[src/rtl/inst_fetch_pkg.sv]
// Shared fetch-stage types: run-state encoding and default address/instruction widths
// used by fetch, ROM and decode.
package inst_fetch_pkg;

   localparam int FETCH_A = 12;
   localparam int FETCH_W = 10;

   typedef enum logic [1:0] {
      ST_IDLE = 2'd0,
      ST_RUN  = 2'd1,
      ST_DONE = 2'd2
   } fetch_state_t;

endpackage

[src/rtl/prog_ctr.sv]
// Program counter: load START_ADDR, load branch target (absolute or InstPC-relative), increment or hold.
// Single register, 1-cycle update; holds whenever no load/increment is requested.
module prog_ctr
   import inst_fetch_pkg::*;
#(
   parameter int             A          = FETCH_A,
   parameter logic [A-1:0]   START_ADDR = '0
)
(
   input  logic         i_clk,
   input  logic         i_rst_n,
   input  logic         i_load_start,
   input  logic         i_load_branch,
   input  logic         i_inc,
   input  logic         i_branch_rel,
   input  logic [A-1:0] i_branch_target,
   input  logic [A-1:0] i_base_pc,
   output logic [A-1:0] o_pc
);

   logic [A-1:0] r_pc;
   logic [A-1:0] w_target;
   logic [A-1:0] w_pc_nxt;

   // Relative offsets are A-bit two's complement, so a plain truncated add handles negatives.
   assign w_target = i_branch_rel ? (i_base_pc + i_branch_target) : i_branch_target;

   always_comb begin
      w_pc_nxt = r_pc;
      if (i_load_start)
         w_pc_nxt = START_ADDR;
      else if (i_load_branch)
         w_pc_nxt = w_target;
      else if (i_inc)
         w_pc_nxt = r_pc + A'(1);
   end

   always_ff @(posedge i_clk or negedge i_rst_n) begin
      if (!i_rst_n)
         r_pc <= START_ADDR;
      else
         r_pc <= w_pc_nxt;
   end

   assign o_pc = r_pc;

endmodule

[src/rtl/inst_fetch.sv]
// Fetch stage: owns PC, drives ROM address, registers ROM word; latency 1 cycle, 1-cycle branch bubble.
// Stall freezes PC and fetch register; Halt ends the run until the next Start.
module inst_fetch
   import inst_fetch_pkg::*;
#(
   parameter int             A          = FETCH_A,
   parameter int             W          = FETCH_W,
   parameter logic [A-1:0]   START_ADDR = '0
)
(
   input  logic         Clk,
   input  logic         Reset_n,
   input  logic         Start,
   input  logic         Stall,
   input  logic         Halt,
   input  logic         BranchEn,
   input  logic         BranchRel,
   input  logic [A-1:0] BranchTarget,
   input  logic [W-1:0] InstIn,
   output logic [A-1:0] InstAddress,
   output logic [W-1:0] Inst,
   output logic [A-1:0] InstPC,
   output logic         InstValid,
   output logic         Done
);

   fetch_state_t r_state;
   fetch_state_t w_state_nxt;

   logic         w_load_start;
   logic         w_load_branch;
   logic         w_fetch;
   logic         w_clr_valid;
   logic [A-1:0] w_pc;

   logic [W-1:0] r_inst;
   logic [A-1:0] r_inst_pc;
   logic         r_inst_valid;

   always_ff @(posedge Clk or negedge Reset_n) begin
      if (!Reset_n)
         r_state <= ST_IDLE;
      else
         r_state <= w_state_nxt;
   end

   // Halt outranks BranchEn so a halting instruction is never redirected; BranchEn outranks Stall.
   always_comb begin
      w_state_nxt   = r_state;
      w_load_start  = 1'b0;
      w_load_branch = 1'b0;
      w_fetch       = 1'b0;
      w_clr_valid   = 1'b0;
      case (r_state)
         ST_IDLE, ST_DONE: begin
            if (Start) begin
               w_state_nxt  = ST_RUN;
               w_load_start = 1'b1;
            end
         end
         ST_RUN: begin
            if (Halt) begin
               w_state_nxt = ST_DONE;
               w_clr_valid = 1'b1;
            end else if (BranchEn) begin
               w_load_branch = 1'b1;
               w_clr_valid   = 1'b1;
            end else if (!Stall) begin
               w_fetch = 1'b1;
            end
         end
         default: w_state_nxt = ST_IDLE;
      endcase
   end

   prog_ctr #(
      .A          (A),
      .START_ADDR (START_ADDR)
   ) u_prog_ctr (
      .i_clk           (Clk),
      .i_rst_n         (Reset_n),
      .i_load_start    (w_load_start),
      .i_load_branch   (w_load_branch),
      .i_inc           (w_fetch),
      .i_branch_rel    (BranchRel),
      .i_branch_target (BranchTarget),
      .i_base_pc       (r_inst_pc),
      .o_pc            (w_pc)
   );

   always_ff @(posedge Clk or negedge Reset_n) begin
      if (!Reset_n) begin
         r_inst       <= '0;
         r_inst_pc    <= '0;
         r_inst_valid <= 1'b0;
      end else if (w_fetch) begin
         r_inst       <= InstIn;
         r_inst_pc    <= w_pc;
         r_inst_valid <= 1'b1;
      end else if (w_clr_valid) begin
         r_inst_valid <= 1'b0;
      end
   end

   assign InstAddress = w_pc;
   assign Inst        = r_inst;
   assign InstPC      = r_inst_pc;
   assign InstValid   = r_inst_valid;
   assign Done        = (r_state == ST_DONE);

endmodule

[config.mk]
export PLATFORM = sky130hd
export DESIGN_NAME = inst_fetch
export DESIGN_NICKNAME = d
export VERILOG_FILES = /design/src/rtl/inst_fetch_pkg.sv /design/src/rtl/prog_ctr.sv /design/src/rtl/inst_fetch.sv
export SDC_FILE = /design/constraint.sdc
export NUM_CORES = 1
export LEC_CHECK = 0
export BUFFER_PORTS_ARGS = -buffer_cell sky130_fd_sc_hd__buf_2
export CAP_MARGIN = 20
export CORE_MARGIN = 2
export CORE_UTILIZATION = 30
export DETAILED_ROUTE_END_ITERATION = 12
export SYNTH_ARGS = -nofsm -noshare
export SYNTH_HDL_FRONTEND = slang
export SYNTH_SLANG_ARGS = --single-unit
[constraint.sdc]
create_clock -name Clk -period 2.3 [get_ports Clk]
set_input_delay 0.575 -clock Clk [delete_from_list [all_inputs] [get_ports Clk]]
set_output_delay 0.575 -clock Clk [all_outputs]
set_load 0.1 [all_outputs]
Word-level counts from Yosys, hierarchy flattened
Index checks and enable logic that the tools add are counted.
{"block": "op_classes", "n_eq_ne": 4, "addsub": 2, "mux": 20, "reduce_logical": 5}
{"cell": "2-to-1 mux 12 bit", "n": 4}
{"cell": "2-to-1 mux 1 bit", "n": 13}
{"cell": "adder 12 x 1 -> 12 bit (second input constant)", "n": 1}
{"cell": "adder 12 bit", "n": 1}
{"cell": "2-to-1 mux 2 bit", "n": 2}
{"cell": "!= test 2 bit (second input constant)", "n": 2}
{"cell": "one-hot mux 2 bit (2 select lines)", "n": 1}
{"cell": "nonzero test 3 bit", "n": 1}
{"cell": "== test 2 x 1 -> 1 bit (second input constant)", "n": 1}
{"cell": "== test 2 bit (second input constant)", "n": 1}
{"cell": "zero test 2 bit", "n": 1}
{"cell": "AND reduction 2 bit", "n": 1}
{"cell": "nonzero test 2 bit", "n": 1}
{"cell": "OR reduction 2 bit", "n": 1}
{"block": "word_totals", "output_inout_bits": 36, "register_bits": 37, "inputBits": 29, "wordCells": 36}

Depth between registers and ports, before layout
{"block": "logic_depth", "word_depth": 7, "depth_mapped": 8}

Modules after synthesis
From an unflattened synthesis, not the netlist that was laid out.
{"block": "hier_totals", "cells_unflattened": 226, "hier_area_um2": 2518.7}
{"module": "prog_ctr", "seq_area_each_um2": 300.3, "n_inst": 1, "cells_each": 163, "area_each_um2": 1433.9}
{"module": "inst_fetch", "seq_area_each_um2": 625.6, "n_inst": 1, "cells_each": 63, "area_each_um2": 1084.8}

Worst setup path after synthesis
OpenSTA, ideal clock, no wires.
{"block": "synth_timing", "kind": "register -> register", "start": "register r_inst_pc[0] (netlist: InstPC[0])", "end": "register u_prog_ctr.r_pc[10] (netlist: u_prog_ctr.o_pc[10])", "t_required_ps": 2167, "t_arrival_ps": 2563, "setup_slack_ps": -396, "path_stages_with_launch": 9, "period_less_slack_ps": 2696, "path_cell_list": "dfrtp_1 > ha_1 > fa_1 > a211oi_1 > o21ai_0 > a2111oi_0 > a311oi_1 > nand3_1 > o211ai_1"}
{"block": "synth_via", "elab_chain_cells": 4}
{"item": "from (decl)", "line": "inst_fetch.sv:37", "source": "logic [A-1:0] r_inst_pc;"}
{"item": "from (signal assigned)", "line": "inst_fetch.sv:98", "source": "r_inst_pc <= w_pc;"}
{"item": "adder 12 bit", "line": "prog_ctr.sv:26", "source": "assign w_target = i_branch_rel ? (i_base_pc + i_branch_target) : i_branch_target;"}
{"item": "2-to-1 mux 12 bit", "line": "prog_ctr.sv:26"}
{"item": "2-to-1 mux 12 bit", "line": "prog_ctr.sv:32", "source": "else if (i_load_branch)"}
{"item": "2-to-1 mux 12 bit", "line": "prog_ctr.sv:30", "source": "if (i_load_start)"}
{"item": "to (signal assigned)", "line": "prog_ctr.sv:42", "source": "r_pc <= w_pc_nxt;"}
{"item": "to (decl)", "line": "prog_ctr.sv:21", "source": "logic [A-1:0] r_pc;"}
No other way between the ends.
A chain may end at the register's enable or synchronous reset.

Worst setup path after layout
Ends and elaborated chain as after synthesis.

==> flow_summary.ini <==
[sta]
slew_headroom = 0.5558
slew_violations = 0
hold_viol = 0
grt_setup_unrepaired = yes
fin_crit_ps = 2259
worst_pin_slew_ps = 659.3
skew_ps = 10.49
fmax_ghz = 0.4426
timing.final.crit_share = 0.9823
finalSetupViolations = 0

[synthesis]
yosys.area.top_type = dfrtp_1
synth-simple-area-share = 0.1472
synth_compound_area_frac = 0.2063
synthMuxAreaShare = 0.1467
ys_seq_area_frac = 0.3770
yosysWarnings = 0
synth.distinct_cells = 51
synth_top_area_frac = 0.3770
syn_inst = 244
syn_avg_cell_area_um2 = 10.07
synth_top_family_by_area = compound AO/OA/AOI/OAI gates
ys_async_sr_fraction = 1.000
synthTopCellsByArea = dfrtp_1, mux2_4, ha_1, o21ai_0, a21oi_1
synthFlopType = dfrtp_1
syn_area_mm2 = 0.002456
synth_fa_ha_area_frac = 0.06928
ys_ff_latch = 37
synth_fp_nets = 286
synthXorXnorAreaFrac = 0.02140
synth-edff-count = 0

[flow_run]
cap_viol_max_count = 0

[place]
dp_cells = 429
io_buffers = 64
gp_congestion = 0.9091
postPlaceCellArea_mm2 = 0.003074
dp_hpwl_um = 5154

[cts]
tritoncts = done
cts_buffer_depth = 2
clk_latency_ps = 300
clk_pin_slew_ps = 80
clkSinkCount = 37
cts_buffers = 5
clockRootBuffer = clkbuf_8
htree_num_levels = 2

[worst_setup_path]
worstSetupPathType = flip-flop to flip-flop
crit_path_max_fanout = 3
rrSetupSlack_ps = 40
endpoint_kind = flip-flop
worst_setup_path_start_kind = flip-flop
crit_arrival_ps = 2480
critPathRequiredTime_ps = 2520

[grt]
overflow = 0
grt_pass1_vias = 2213
grt_start_max_net_pins = 22
antenna_found_initial = 0
grt_pass1_wl_um = 10940
gr-usage-all-layers = 0.1580

[layout]
syn_to_final_growth_pct = 32.14
n_fill_cell = 863
final_util = 0.4011
instances_no_fill = 438
drive_above_1_share = 0.4114
n_antenna_cell = 0
nNetsFinal = 374
design_area_mm2 = 0.003246

[die]
die_y_um = 94.48
dieArea_mm2 = 0.008926
core_area_mm2 = 0.008093
die_w_um = 94.48
std_cell_rows = 33
start_util = 0.3035
io_pins = 65

[drt]
antenna_left = 0
viasPerCell = 5.121
drcViolationCount = 0
drt_pass1_iterations = 4
detail_route.iter0.violations = 126
drt-wirelength-per-cell_um = 15.57
drt-total-wl_um = 6819
vias = 2243

[outcome]
outcome = completed

[worst_hold_path]
hold_path_class = input pin to async pin

[power_and_ir_drop]
peakVddDrop_v = 0.0005999
p_leak_nw = 1.644
powerDensity_mw_per_mm2 = 1180
==> final timing paths <==
path / endpoint / from / cells past startpoint
max: u_prog_ctr.o_pc[10]$_DFFE_PN0P_ / InstPC[0]$_DFFE_PN0P_ / 8
min: InstPC[10]$_DFFE_PN0P_ / Reset_n / 1
max reg2reg: u_prog_ctr.o_pc[10]$_DFFE_PN0P_ / InstPC[0]$_DFFE_PN0P_ / 8
min in group Clk: InstValid$_DFFE_PN0P_ / InstValid$_DFFE_PN0P_ / 1
max in group asynchronous: Inst[6]$_DFFE_PN0P_ / Reset_n / 2
min reg2reg: InstValid$_DFFE_PN0P_ / InstValid$_DFFE_PN0P_ / 1
==> cells in the mapped netlist (3+ instances only) <==
master    count
dfrtp_1      37
mux2_4       22
nand2_1      21
nor2_1       18
o21ai_0      18
a21oi_1      17
ha_1         12
a211oi_1      7
inv_1         6
a21o_1        5
and3_1        5
o21ai_1       5
buf_6         4
nand3_1       4
nor2b_1       4
o211ai_1      4
a22o_1        3
clkbuf_1      3
mux2i_1       3
nand4_1       3
xnor2_1       3
xor2_1        3
==> kinds of logic after synthesis <==
logic type      count (synthesis)
xor+xnor                        6
mux                            25
buf+inv                        13
simple gates                   71
flops                          37
fa+ha+maj                      13
compound gates                 79
==> report_power, final <==
| part | switching (mW) | leakage [nW] | total (mW) | internal, mW |
|---|---|---|---|---|
| combinational | 1.68 | 1.11 | 2.25 | 0.571 |
| sequential | 0.149 | 0.473 | 0.978 | 0.828 |
| clock | 0.250 | 0.0585 | 0.604 | 0.354 |
| total | 2.08 | 1.64 | 3.83 | 1.75 |
==> per-stage QoR <==
stage	total power [mW]	hold slack, ps	TNS (ps)	setup slack [ps]
after global routing	4.016	276.5	-62.20	-62.20
after detailed placement	3.204	481.1	-294.8	-186.2
after global placement	3.182	475.2	-243.1	-174.3
after CTS	3.822	247.5	0	2.051
after floorplan	2.755	279.4	-8.867	-8.867
final	3.829	232.2	0	40.61
==> critical path: stages (launching register included) <==
cell,delay [ps]
dfrtp_4,500
ha_4,180
fa_2,430
a211oi_4,280
o21ai_2,120
and2_1,190
a41oi_2,230
nand2_1,70
o211ai_1,180
==> flip-flops by register name, indices dropped and copies added, names as in the netlist <==
| register | flops |
|---|---|
| Inst | 10 |
| InstPC | 12 |
| InstValid | 1 |
| u_prog_ctr.o_pc | 12 |
| r_state | 2 |
==> cell usage in the layout, fill, tap and decap left out, types with 8 or more instances in the layout <==
| cell type | instances |
|---|---|
| nand2_1 | 21 |
| nor2_1 | 18 |
| dfrtp_2 | 8 |
| a21oi_1 | 16 |
| mux2_4 | 22 |
| buf_2 | 64 |
| dfrtp_1 | 28 |
| buf_4 | 23 |
| ha_1 | 11 |
| o21ai_0 | 17 |
==> timing repair <==
item / 4_1_cts / 5_1_grt
hold buffers: 0 / 0
buffers inserted: 0 / 1
setup endpoints to repair: 0 / 2
gates resized for setup: 0 / 9
==> cell type report <==
cell class / instances / area [um^2] / area share
multi-input cells: 194 / 1523 / 0.4692
flip-flops and latches: 37 / 939.7 / 0.2895
repair buffers: 88 / 513.0 / 0.1581
well taps: 105 / 131.4 / 0.04048
clock buffers: 7 / 86.33 / 0.02660
clock inverters: 1 / 30.03 / 0.009252
inverters: 6 / 22.52 / 0.006939
==> layer usage <==
layer	global-route usage	vias up	wire, um
met5	0	-	0
met4	0.05314	0	87
met3	0.03671	8	361
met1	0.2023	1078	3085
li1	-	1094	-
met2	0.2625	63	3284
Power figures use the tool's default switching activity.
